==> src/rtl/carrier_lock_ctrl_if.sv <==
// Signal bundle for carrier_lock_ctrl: phase-detector sample stream in, loop-control outputs out.
interface carrier_lock_ctrl_if;
    logic signed [25:0] pd;
    logic               sym_en;
    logic               restart;
    logic [1:0]         gain_sel;
    logic               lock;
    logic               nco_clr;
    logic [1:0]         state;
    logic signed [15:0] sweep;

    modport master (
        output pd, sym_en, restart,
        input  gain_sel, lock, nco_clr, state, sweep
    );

    modport slave (
        input  pd, sym_en, restart,
        output gain_sel, lock, nco_clr, state, sweep
    );
endinterface

==> src/rtl/carrier_lock_ctrl.sv <==
// Carrier lock detector: windowed |pd| average drives ACQ/CONFIRM/LOCKED loop-gain control.
// Define CARRIER_SWEEP_EN to enable the triangle frequency sweep on acquisition timeouts.
module carrier_lock_ctrl #(
    parameter int unsigned WIN        = 10,
    parameter logic [24:0] LOCK_TH    = 25'd40000,
    parameter logic [24:0] UNLOCK_TH  = 25'd120000,
    parameter int unsigned LOCK_CNT   = 4,
    parameter int unsigned UNLOCK_CNT = 3,
    parameter int unsigned ACQ_TO     = 16
) (
    input logic                clk,
    input logic                rst,
    carrier_lock_ctrl_if.slave bus
);
    localparam int unsigned AW = 25 + WIN;
    localparam int unsigned GW = $clog2(LOCK_CNT + 1);
    localparam int unsigned MW = $clog2(UNLOCK_CNT + 1);
    localparam int unsigned TW = $clog2(ACQ_TO + 1);
    // Thresholds scaled by the window length so the average needs no divider.
    localparam logic [AW-1:0] LockLim   = {{WIN{1'b0}}, LOCK_TH} << WIN;
    localparam logic [AW-1:0] UnlockLim = {{WIN{1'b0}}, UNLOCK_TH} << WIN;

    typedef enum logic [1:0] {StAcq = 2'd0, StConfirm = 2'd1, StLocked = 2'd2} state_e;

    state_e          state_q, state_d;
    logic [AW-1:0]   acc_q, acc_d;
    logic [WIN-1:0]  cnt_q, cnt_d;
    logic [GW-1:0]   good_q, good_d;
    logic [MW-1:0]   miss_q, miss_d;
    logic [TW-1:0]   to_q, to_d;
    logic [1:0]      gain_q, gain_d;
    logic            lock_q, lock_d;
    logic            nco_q, nco_d;

    logic signed [25:0] pd_neg;
    logic [24:0]        mag;
    logic [AW-1:0]      avg_sum;
    logic               win_end, good, bad;

    assign pd_neg = -bus.pd;

    // -2^25 has no positive 26-bit counterpart, so it saturates to 2^25-1.
    always_comb begin
        if (!bus.pd[25]) begin
            mag = bus.pd[24:0];
        end else if (bus.pd[24:0] == 25'd0) begin
            mag = '1;
        end else begin
            mag = pd_neg[24:0];
        end
    end

    assign win_end = bus.sym_en && (cnt_q == '1);
    assign avg_sum = acc_q + {{WIN{1'b0}}, mag};
    assign good    = avg_sum < LockLim;
    assign bad     = avg_sum > UnlockLim;

    always_comb begin
        state_d = state_q;
        acc_d   = acc_q;
        cnt_d   = cnt_q;
        good_d  = good_q;
        miss_d  = miss_q;
        to_d    = to_q;
        nco_d   = 1'b0;

        if (bus.sym_en) begin
            cnt_d = cnt_q + 1'b1;
            acc_d = win_end ? '0 : avg_sum;
        end

        if (win_end) begin
            unique case (state_q)
                StAcq: begin
                    if (good) begin
                        good_d  = GW'(1);
                        state_d = StConfirm;
                    end else if (to_q == TW'(ACQ_TO - 1)) begin
                        to_d  = '0;
                        nco_d = 1'b1;
                    end else begin
                        to_d = to_q + 1'b1;
                    end
                end
                StConfirm: begin
                    if (!good) begin
                        state_d = StAcq;
                        good_d  = '0;
                        to_d    = '0;
                    end else if (good_q == GW'(LOCK_CNT - 1)) begin
                        state_d = StLocked;
                        good_d  = '0;
                        miss_d  = '0;
                    end else begin
                        good_d = good_q + 1'b1;
                    end
                end
                StLocked: begin
                    if (!bad) begin
                        miss_d = '0;
                    end else if (miss_q == MW'(UNLOCK_CNT - 1)) begin
                        state_d = StAcq;
                        miss_d  = '0;
                        to_d    = '0;
                        nco_d   = 1'b1;
                    end else begin
                        miss_d = miss_q + 1'b1;
                    end
                end
                default: state_d = StAcq;
            endcase
        end

        // Restart wins over a coincident window end.
        if (bus.restart) begin
            state_d = StAcq;
            acc_d   = '0;
            cnt_d   = '0;
            good_d  = '0;
            miss_d  = '0;
            to_d    = '0;
            nco_d   = 1'b0;
        end

        gain_d = 2'd0;
        lock_d = 1'b0;
        unique case (state_d)
            StConfirm: gain_d = 2'd1;
            StLocked: begin
                gain_d = 2'd2;
                lock_d = 1'b1;
            end
            default: ;
        endcase
    end

    always_ff @(posedge clk or negedge rst) begin
        if (!rst) begin
            state_q <= StAcq;
            acc_q   <= '0;
            cnt_q   <= '0;
            good_q  <= '0;
            miss_q  <= '0;
            to_q    <= '0;
            gain_q  <= 2'd0;
            lock_q  <= 1'b0;
            nco_q   <= 1'b0;
        end else begin
            state_q <= state_d;
            acc_q   <= acc_d;
            cnt_q   <= cnt_d;
            good_q  <= good_d;
            miss_q  <= miss_d;
            to_q    <= to_d;
            gain_q  <= gain_d;
            lock_q  <= lock_d;
            nco_q   <= nco_d;
        end
    end

`ifdef CARRIER_SWEEP_EN
    logic signed [15:0] sweep_q, step_q;
    logic signed [16:0] sweep_try;
    logic               timeout;

    // In ACQ the only source of an nco_clr pulse is the acquisition timeout.
    assign timeout   = nco_d && (state_q == StAcq);
    assign sweep_try = $signed({sweep_q[15], sweep_q}) + $signed({step_q[15], step_q});

    always_ff @(posedge clk or negedge rst) begin
        if (!rst) begin
            sweep_q <= '0;
            step_q  <= 16'sd512;
        end else if (bus.restart) begin
            sweep_q <= '0;
            step_q  <= 16'sd512;
        end else if (timeout) begin
            if (sweep_try > 17'sd8192 || sweep_try < -17'sd8192) begin
                step_q  <= -step_q;
                sweep_q <= sweep_q - step_q;
            end else begin
                sweep_q <= sweep_try[15:0];
            end
        end
    end

    assign bus.sweep = sweep_q;
`else
    assign bus.sweep = '0;
`endif

    assign bus.state    = state_q;
    assign bus.gain_sel = gain_q;
    assign bus.lock     = lock_q;
    assign bus.nco_clr  = nco_q;

endmodule

==> src/flat_wrapper.sv <==
// flat-port wrapper written by rule: the top's interface ports become plain ports
module carrier_lock_ctrl_flat 
#(
    parameter int unsigned WIN        = 10,
    parameter logic [24:0] LOCK_TH    = 25'd40000,
    parameter logic [24:0] UNLOCK_TH  = 25'd120000,
    parameter int unsigned LOCK_CNT   = 4,
    parameter int unsigned UNLOCK_CNT = 3,
    parameter int unsigned ACQ_TO     = 16
)
  (clk, rst, bus_pd, bus_sym_en, bus_restart, bus_gain_sel, bus_lock, bus_nco_clr, bus_state, bus_sweep);
  carrier_lock_ctrl_if bus_i ();
  input logic clk;
  input logic rst;
  input wire logic [$bits(bus_i.pd)-1:0] bus_pd;
  input wire logic [$bits(bus_i.sym_en)-1:0] bus_sym_en;
  input wire logic [$bits(bus_i.restart)-1:0] bus_restart;
  output wire logic [$bits(bus_i.gain_sel)-1:0] bus_gain_sel;
  output wire logic [$bits(bus_i.lock)-1:0] bus_lock;
  output wire logic [$bits(bus_i.nco_clr)-1:0] bus_nco_clr;
  output wire logic [$bits(bus_i.state)-1:0] bus_state;
  output wire logic [$bits(bus_i.sweep)-1:0] bus_sweep;
  assign bus_i.pd = bus_pd;
  assign bus_i.sym_en = bus_sym_en;
  assign bus_i.restart = bus_restart;
  assign bus_gain_sel = bus_i.gain_sel;
  assign bus_lock = bus_i.lock;
  assign bus_nco_clr = bus_i.nco_clr;
  assign bus_state = bus_i.state;
  assign bus_sweep = bus_i.sweep;
  carrier_lock_ctrl #(.WIN(WIN), .LOCK_TH(LOCK_TH), .UNLOCK_TH(UNLOCK_TH), .LOCK_CNT(LOCK_CNT), .UNLOCK_CNT(UNLOCK_CNT), .ACQ_TO(ACQ_TO)) u_core (.clk(clk), .rst(rst), .bus(bus_i));
endmodule
==> config.mk <==
export PLATFORM = sky130hd
export DESIGN_NAME = carrier_lock_ctrl_flat
export DESIGN_NICKNAME = d
export VERILOG_FILES = /design/src/rtl/carrier_lock_ctrl_if.sv /design/src/rtl/carrier_lock_ctrl.sv /design/src/flat_wrapper.sv
export SDC_FILE = /design/constraint.sdc
export NUM_CORES = 1
export LEC_CHECK = 0
export BUFFER_PORTS_ARGS = -buffer_cell sky130_fd_sc_hd__buf_4
export CAP_MARGIN = 20
export CORE_MARGIN = 8
export CORE_UTILIZATION = 30
export DETAILED_ROUTE_END_ITERATION = 16
export PLACE_DENSITY = 0.56
export RECOVER_POWER = 50
export SLEW_MARGIN = 0
export SYNTH_ARGS = -nofsm -noshare
export SYNTH_HDL_FRONTEND = slang
export SYNTH_SLANG_ARGS = --single-unit
==> constraint.sdc <==
create_clock -name clk -period 5.38 [get_ports clk]
set_clock_uncertainty 0.15 [all_clocks]
set_input_delay 0.807 -clock clk [delete_from_list [all_inputs] [get_ports clk]]
set_output_delay 0.807 -clock clk [all_outputs]
set_load 0.03 [all_outputs]
Word level (Yosys, flattened, before mapping)
Index checks and enable logic that the tools add are counted.
{"block": "totals", "reg_bits": 61, "inputBits": 30, "out_inout_bits": 22, "word_cells": 88}
{"block": "op_classes", "addsub": 6, "order_cmp": 2, "n_eq_ne": 15, "mux": 45, "reduce_logical": 11}
{"op": "35-bit two-way mux", "count": 3}
{"op": "25-bit two-way mux", "count": 2}
{"op": "35-bit by 25-bit adder with 35-bit output", "count": 1}
{"op": "35-bit by 27-bit > comparator with 1-bit output (second input constant)", "count": 1}
{"op": "35-bit by 26-bit less-than comparator with 1-bit output (second input constant)", "count": 1}
{"op": "5-bit two-way mux", "count": 7}
{"op": "2-bit two-way mux", "count": 13}
{"op": "25-bit zero test", "count": 1}
{"op": "25-bit negation", "count": 1}
{"op": "10-bit two-way mux", "count": 2}
{"op": "3-bit two-way mux", "count": 5}
{"op": "3-bit by 2-bit inequality test with 1-bit output (second input constant)", "count": 5}
{"op": "5-bit case mux with 3 select lines", "count": 1}
{"op": "10-bit by 1-bit adder with 10-bit output (second input constant)", "count": 1}
{"op": "10-bit equality test (second input constant)", "count": 1}
{"op": "2-bit case mux with 2 select lines", "count": 2}
{"op": "1-bit two-way mux", "count": 7}
{"op": "2-bit equality test (second input constant)", "count": 3}
{"op": "3-bit inequality test (second input constant)", "count": 2}
{"op": "2-bit case mux with 3 select lines", "count": 1}
{"op": "3-bit case mux with 2 select lines", "count": 1}
{"op": "6-bit AND reduction", "count": 1}
{"op": "3-bit nonzero test", "count": 2}
{"op": "5-bit by 1-bit adder with 5-bit output (second input constant)", "count": 1}
{"op": "other kinds (12)", "count": 14}

Logic depth before layout (Yosys ltp)
Gate-level depths: netlist (run 1).
{"block": "depth", "depth_word": 11, "ltp_mapped": 28, "ltp_nobuf": 26}

Worst setup path before layout (run 1)
OpenSTA, ideal clock, no wires.
{"block": "synth_path", "path_type": "input to register", "start": "input port bus_pd[0]", "end": "register u_core.gain_q[0] (netlist: u_core.bus.gain_sel[0])", "setup_time_ns": 0.084, "arrival_time_ns": 7.368, "required_ns": 5.146, "setup_slack_ns": -2.222, "path_stages": 28, "n_path_buf": 2, "path_cell_list": "inv_1 ha_1 or3b_4 nand4b_4 or4b_4 or3_1 or3_1 or3_1 or3_4 nor2_8 buf_4 nand2_1 nand2_1 ha_1 inv_1 fa_1 nand2b_1 a211oi_1 o21ai_1 o31ai_1 xor2_1 or4_1 a311o_1 a211oi_1 buf_2 nor2b_1 o41ai_2 a21boi_0"}
{"block": "synth_between", "elab_chain_cells": 11, "elab_cells_between_ends": 16, "cone_classes": "add/sub (2); order compare (2); eq/ne (2); mux (9); reduce/logical (1)"}
{"element": "start, declared", "line": "flat_wrapper.sv:15", "source": "input wire logic [$bits(bus_i.pd)-1:0] bus_pd;"}
{"element": "25-bit negation / 25-bit zero test (equally long branches)", "line": "carrier_lock_ctrl.sv:40, carrier_lock_ctrl.sv:46"}
{"element": "25-bit two-way mux", "line": "carrier_lock_ctrl.sv:46", "source": "end else if (bus.pd[24:0] == 25'd0) begin"}
{"element": "25-bit two-way mux *", "line": "carrier_lock_ctrl.sv:44", "source": "if (!bus.pd[25]) begin"}
{"element": "35-bit by 25-bit adder with 35-bit output *", "line": "carrier_lock_ctrl.sv:54", "source": "assign avg_sum = acc_q + {{WIN{1'b0}}, mag};"}
{"element": "35-bit by 27-bit > comparator with 1-bit output / 35-bit by 26-bit less-than comparator with 1-bit output (equally long branches)", "line": "carrier_lock_ctrl.sv:56, carrier_lock_ctrl.sv:55"}
{"element": "2-bit two-way mux (on tied branches)", "line": "carrier_lock_ctrl.sv:99, carrier_lock_ctrl.sv:86, carrier_lock_ctrl.sv:75"}
{"element": "2-bit case mux with 3 select lines *", "line": "carrier_lock_ctrl.sv:73", "source": "unique case (state_q)"}
{"element": "2-bit two-way mux *", "line": "carrier_lock_ctrl.sv:72", "source": "if (win_end) begin"}
{"element": "2-bit two-way mux *", "line": "carrier_lock_ctrl.sv:115", "source": "if (bus.restart) begin"}
{"element": "2-bit equality test / 2-bit by 1-bit equality test with 1-bit output (equally long branches)", "line": "carrier_lock_ctrl.sv:127", "source": "unique case (state_d)"}
{"element": "2-bit case mux with 2 select lines *", "line": "carrier_lock_ctrl.sv:127"}
{"element": "net u_core.gain_d[0]", "line": "carrier_lock_ctrl.sv:31", "source": "logic [1:0] gain_q, gain_d;"}
{"element": "end signal, assigned", "line": "carrier_lock_ctrl.sv:155", "source": "gain_q <= gain_d;"}
{"element": "end, declared", "line": "carrier_lock_ctrl.sv:31"}
The timed path passes the listed nets; every way through them passes the cells marked *.
A chain may end at the register's enable or synchronous reset.

Worst setup path in the final report (run 1)
{"block": "layout_path", "start": "input port bus_pd[0]", "end": "register u_core.to_q[1]"}
{"block": "layout_between", "elab_chain_cells": 7, "elab_cells_between_ends": 11, "cone_classes": "add/sub (2); order compare (2); eq/ne (3); mux (2); reduce/logical (2)"}
{"element": "25-bit negation / 25-bit zero test (equally long branches)", "line": "carrier_lock_ctrl.sv:40, carrier_lock_ctrl.sv:46"}
{"element": "25-bit two-way mux", "line": "carrier_lock_ctrl.sv:46"}
{"element": "25-bit two-way mux *", "line": "carrier_lock_ctrl.sv:44"}
{"element": "35-bit by 25-bit adder with 35-bit output *", "line": "carrier_lock_ctrl.sv:54"}
{"element": "35-bit by 27-bit > comparator with 1-bit output / 35-bit by 26-bit less-than comparator with 1-bit output (equally long branches)", "line": "carrier_lock_ctrl.sv:56, carrier_lock_ctrl.sv:55"}
{"element": "3-bit by 2-bit inequality test with 1-bit output (no line) / 3-bit inequality test (equally long branches)"}
{"element": "6-bit AND reduction (no line) *"}
{"element": "end signal, assigned", "line": "carrier_lock_ctrl.sv:154", "source": "to_q <= to_d;"}
{"element": "end, declared", "line": "carrier_lock_ctrl.sv:30", "source": "logic [TW-1:0] to_q, to_d;"}
Mark *: on every way between the ends. The rest lies on a longest branch, timed or not.

==> impl_metrics.toml, run 1 <==
[floorplan]
start_util_pct = 30.4
fp.dieH_um = 153
pin_count = 52
rows = 50
core_um2 = 18600
fp.dieW_um = 153
die_area_um2 = 23500

[clocking]
cts_tree = "done"
path_clk_slew_ps = 60
clk_path_buf_depth = 2
numCtsBuffers = 9
clk_latency_ps = 350
htree_levels = 3
clock-sinks = 60
clock-root-buffer = "clkbuf_16"
hold_buffers = 0

[global_route]
grt.overflow.total = 0
grt_pass1_wl_mm = 32.0
grt_pass1_vias = 6365
use_met2_pct = 27.8
grt_use_met1_pct = 20.8
track_usage_pct = 16.6
grt_max_degree = 61
grtUsageMet3_pct = 3.83
antenna_found_initial = 0
grt_most_used_layer = "met2"

[synth]
synthCells = 732
async_flop_share_pct = 100
synth_warnings = 0
syn_avg_cell_area_um2 = 7.73
synth.distinct_cells = 77
synthFlopType = "dfrtp_1"
synth_edf_count = 0
synth_seq_cells = 60
synth_area_um2 = 5660
synth_seq_area_share_pct = 26.5

[final_layout]
stdcell_count = 1209
drive_above_1_share_pct = 45.6
antenna_cells = 0
synthToLayoutAreaGrowth_pct = 62.6
fin_nets = 1034
final_core_util_pct = 49.4

[worst_setup_path]
worstSetupStartpointType = "input port"
endpoint_kind = "register"
cp_common_cell = "or3_4"
worst_r2r_path_depth = 15
r2r-start = "u_core.acc_q[0]$_DFFE_PN0P_"
slowest_stage = "or4b_4"
reg2reg_to = "u_core.to_q[1]$_DFFE_PN0P_"
critPathKind = "in -> reg"
cp_slowest_stage_delay_ps = 540
cp.required_ps = 5500
critPathArrivalTime_ps = 7540
cp-startpoint = "bus_pd[0]"
critPathCapture = "u_core.to_q[1]$_DFFE_PN0P_"
rrSetupSlack_ps = 1410
worstPathMaxFanout = 7

[route]
dr.pass1.iters = 5
drtIter0Drc = 375
wire_per_inst_um = 16.8
drc_errors = 0
drt.antenna.violating_nets = 0
wl_mm = 20.3
vias = 6489
viasPerCell = 5.37

[sta]
finalMaxSlewViolations = 61
worstMarginPinSlew_ps = 3450
hold_viol_final = 0
finalSetupViolations = 47
rsz0062_at_grt = "yes"
fin_ws_ps = -2040
max_freq_mhz = 135
holdWs_ps = 341
layout_min_cycle_time_ps = 7420
relSlewSlack_pct = -130
period_share_pct = 138

[placed_design]
dp_hpwl_mm = 13.8
numPortBuffers = 35
dp.cells = 1138
place.gp.congestion = 0.851

[power_and_ir_drop]
irDropWorstVdd_mv = 0.188
p_per_area_nw_per_um2 = 308
p_leak_uw = 0.00406

[min_path]
hold_path.class = "reg -> reg"

[run_status]
violations = "max-capacitance violations, max-slew violations, negative setup slack"
status = "finished, violations left"

[flow_run]
cap_violations = 1
## cells in the mapped netlist, types with 6 or more instances
library cell / instances / area share (%)
o31ai_1: 8 / 1.1
nand4_1: 20 / 2.2
a22o_1: 12 / 1.9
o21ai_0: 69 / 6.1
o211ai_1: 10 / 1.3
buf_4: 18 / 2.4
xnor2_1: 17 / 2.6
dfrtp_1: 60 / 27
nor2_1: 76 / 5.0
and3_1: 10 / 1.1
clkbuf_1: 31 / 2.1
inv_1: 23 / 1.5
nand2_1: 75 / 5.0
a211oi_1: 12 / 1.6
xor2_1: 15 / 2.3
nor3_1: 20 / 1.8
nand2b_1: 9 / 0.99
a21oi_1: 42 / 3.7
ha_1: 33 / 7.3
o21a_1: 16 / 2.1
or3_1: 15 / 1.7
nor3b_1: 6 / 0.80
a31oi_1: 18 / 2.0
nand3_1: 19 / 1.7
## critical path: cells and delay by family
kind / cells / cell delay (ps)
AO/OA/AOI/OAI: 11 / 1870
adder cells (fa/ha/maj): 2 / 440
buffers and inverters: 7 / 980
AND/OR/NAND/NOR: 10 / 3390
## area by class of cell
class / instances / area [µm²]
clock inverters: 6 / 63.8
inverters: 23 / 101
fillers: 1720 / 9440
well taps: 234 / 293
clock buffers: 10 / 239
repair buffers: 264 / 2150
multi-input cells: 612 / 4850
flip-flops and latches: 60 / 1500
## layout by cell type, fill, tap and decap left out, types with 14 or more instances in the layout
cell type	n
o21ai_1	33
nand3_1	17
inv_1	20
nand4_1	20
conb_1	16
buf_6	44
a31oi_1	14
o21ai_0	23
a21oi_2	21
a21oi_1	15
nor2_1	64
dfrtp_1	60
nand2_1	64
ha_1	25
buf_4	217
o21a_1	16
## kinds of logic (layout without fill, tap and decap cells)
| kind of cell | after synthesis | after routing | synth area share, % |
|---|---|---|---|
| xor gates and xnor gates | 32 | 32 | 4.95 |
| DFF | 60 | 60 | 26.5 |
| AOI/OAI and AO/OA | 235 | 236 | 27.3 |
| other | 1 | 16 | 0.0662 |
| and+or+nand+nor | 287 | 289 | 26.0 |
| adders and majority gates | 34 | 34 | 7.65 |
| buffers and inverters | 78 | 303 | 6.61 |
| muxes | 5 | 5 | 0.906 |
## per-stage QoR
stage	cell area, µm²	setup slack (ps)	power [µW]	setup TNS (ps)
floorplan	5910	-1880	1150	-37830
global placement	7490	-2410	1740	-66020
detailed placement	7490	-2470	1750	-68830
CTS	8630	-1850	2610	-46510
global route	9210	-2230	2980	-61120
finish	9210	-2040	2830	-52180
## per-layer routing
layer	vias to the layer above	part of all wire, %
met5	-	0
met3	36	5.5
met1	3101	44
met4	0	1.8
li1	3151	-
met2	201	49
## power breakdown
part | switching, µW | internal, µW | total [µW] | leakage (µW)
clock | 231 | 370 | 601 | 0.000144
combinational | 848 | 862 | 1710 | 0.00309
sequential | 30.1 | 490 | 520 | 0.000820
## sequential cells by signal, indices dropped and copies added (netlist names)
name	cells
u_core.to_q	5
u_core.bus.state	2
u_core.bus.nco_clr	1
u_core.cnt_q	10
u_core.good_q	3
u_core.acc_q	35
u_core.bus.gain_sel	2
u_core.miss_q	2
## worst min-delay path by stage
stage	startpoint	to	slack, ps	cells past startpoint
4_1_cts	u_core.acc_q[11]$_DFFE_PN0P_	u_core.acc_q[11]$_DFFE_PN0P_	350	2
3_5_place_dp	u_core.acc_q[11]$_DFFE_PN0P_	u_core.acc_q[11]$_DFFE_PN0P_	340	2
2_1_floorplan	u_core.acc_q[12]$_DFFE_PN0P_	u_core.acc_q[12]$_DFFE_PN0P_	310	2
6_report	u_core.acc_q[22]$_DFFE_PN0P_	u_core.acc_q[22]$_DFFE_PN0P_	340	2
3_3_place_gp	u_core.acc_q[14]$_DFFE_PN0P_	u_core.acc_q[14]$_DFFE_PN0P_	330	2
5_1_grt	u_core.acc_q[23]$_DFFE_PN0P_	u_core.acc_q[23]$_DFFE_PN0P_	380	2
## timing repair
item,in CTS,in global routing
endpoints found under the hold margin,0,0
cloned,5,0
endpoints found under the setup margin,47,48
gates resized for setup,126,105
pin swaps,39,99
setup buffers,39,28
(Power assumes the default switching activity.)
==> inputs of run 2 (changes only) <==
--- a/config.mk
+++ b/config.mk
@@ -12,6 +12,7 @@
 export DETAILED_ROUTE_END_ITERATION = 16
 export PLACE_DENSITY = 0.56
 export RECOVER_POWER = 50
+export SKIP_LAST_GASP = 1
 export SLEW_MARGIN = 0
 export SYNTH_ARGS = -nofsm -noshare
 export SYNTH_HDL_FRONTEND = slang
==> impl_metrics.toml, run 2 (same netlist as run 1, synthesis figures left out) <==
[floorplan]
fp.dieH_um = 153
die_area_um2 = 23500
pin_count = 52
rows = 50
fp.dieW_um = 153
core_um2 = 18600
start_util_pct = 30.4

[sta]
fin_ws_ps = -1960
finalSetupViolations = 47
period_share_pct = 136
worstMarginPinSlew_ps = 3450
max_freq_mhz = 136
rsz0062_at_grt = "yes"
layout_min_cycle_time_ps = 7340
relSlewSlack_pct = -130
hold_viol_final = 0
finalMaxSlewViolations = 61

[worst_setup_path]
worstSetupStartpointType = "input port"
critPathArrivalTime_ps = 7460
cp.required_ps = 5500
cp_top_family = "simple AND/OR/NAND/NOR gates"
endpoint_kind = "register"
critPathKind = "in -> reg"
worstPathMaxFanout = 7
crit_buf_inv = 5
cp_slowest_stage_delay_ps = 540
slowest_stage = "or4b_4"
cp_common_cell = "or3_4"

[final_layout]
regArea_um2 = 1500
synthToLayoutAreaGrowth_pct = 58.7
multi_input_area_um2 = 4700
layout_commonest_cell = "buf_4"
antenna_cells = 0
fin_nets = 1030
fin_area_um2 = 8980
drive_above_1_share_pct = 43.9
final_cell_mix = "buf_4, nor2_1, nand2_1"
largestRegisters = "u_core.acc_q: 35 flops, u_core.cnt_q: 10 flops, u_core.to_q: 5 flops"
regMostFlops = "u_core.acc_q"
final_core_util_pct = 48.2
nFillCells = 1739
stdcell_count = 1205
largest_reg_flops = 35

[run_status]
status = "finished, violations left"
violations = "max-capacitance violations, max-slew violations, negative setup slack"

[route]
dr.pass1.iters = 5
viasPerCell = 5.41
drc_errors = 0
vias = 6518
wire_per_inst_um = 16.6
drtIter0Drc = 361
drt.antenna.violating_nets = 0
wl_mm = 20.0

[placed_design]
numPortBuffers = 35
place.gp.congestion = 0.851
dpl-instance-area_um2 = 7490
dp_hpwl_mm = 13.8
dp.cells = 1138

[clocking]
htree_levels = 3
cts_tree = "done"
clk_path_buf_depth = 2
path_clk_slew_ps = 60
hold_buffers = 0
clock-sinks = 60
clock-root-buffer = "clkbuf_16"
numCtsBuffers = 9
clk_latency_ps = 350

[flow_run]
cap_violations = 1

[global_route]
grt_pass1_vias = 6362
grt.overflow.total = 0
grt_pass1_wl_mm = 31.9
grt_max_degree = 61
antenna_found_initial = 0
track_usage_pct = 16.6

[power_and_ir_drop]
p_per_area_nw_per_um2 = 304
p_leak_uw = 0.00396
irDropWorstVdd_mv = 0.182

[min_path]
hold_path.class = "reg -> reg"
==> run 2: changes by cell type in the layout (fill, tap and decap cells not counted), moves of 3 or more <==
cell	change
buf_6	-12
buf_4	+7
a21oi_1	+4
o21ai_2	+3
xnor2_1	+3
xnor2_2	-3
==> run 2: layer usage <==
layer | wire [µm] | vias up | track usage (%)
li1 | - | 3147 | -
met1 | 8690 | 3090 | 20.9
met2 | 9560 | 238 | 27.5
met3 | 1310 | 43 | 3.86
met4 | 416 | 0 | 5.51
met5 | 0 | - | 0
==> run 2: worst paths after layout <==
check                                             startpoint                             to  slack, ps  cells past startpoint
worst max-delay path                               bus_pd[0]     u_core.to_q[1]$_DFFE_PN0P_      -1960                     29
worst max register to register   u_core.acc_q[0]$_DFFE_PN0P_     u_core.to_q[1]$_DFFE_PN0P_       1410                     15
min in group asynchronous                                rst  u_core.bus.state[0]$_DFF_PN0_       1480                      1
max in group asynchronous                                rst    u_core.acc_q[0]$_DFFE_PN0P_       1660                      1
worst min-delay path            u_core.acc_q[22]$_DFFE_PN0P_   u_core.acc_q[22]$_DFFE_PN0P_        340                      2
worst min register to register  u_core.acc_q[22]$_DFFE_PN0P_   u_core.acc_q[22]$_DFFE_PN0P_        340                      2
==> run 2: through the flow <==
| step | TNS (ps) | hold WS [ps] | setup WS, ps | total power, µW |
|---|---|---|---|---|
| after floorplan | -37830 | 306 | -1880 | 1150 |
| after global placement | -66020 | 330 | -2410 | 1740 |
| after detailed placement | -68830 | 341 | -2470 | 1750 |
| after CTS | -46860 | 354 | -1850 | 2590 |
| after global routing | -59880 | 379 | -2220 | 2890 |
| final | -49130 | 341 | -1960 | 2740 |
==> run 2: cell type report <==
class	instances	share of cell area (%)
sequential	60	16.7
multi-input combinational	612	52.3
inverter	23	1.13
clock inverter	6	0.710
clock buffer	10	2.66
timing repair buffer	260	23.3
tap	234	3.26
==> run 2: repair_timing <==
action	4_1_cts	5_1_grt
setup endpoints to repair	47	48
setup buffers	39	15
cloned	5	0
resized for setup	109	79
pin swaps	39	70
==> run 2: power by group <==
group          internal [µW]  switching (µW)  leakage [µW]
sequential               490            29.7      0.000820
combinational            814             803       0.00299
clock                    370             229      0.000144
total                   1670            1060       0.00396
==> run 2: worst min-delay path, cell delays in order (launching register included) <==
cell     delay [ps]
dfrtp_1         350
nand2_1          50
o21ai_1          60
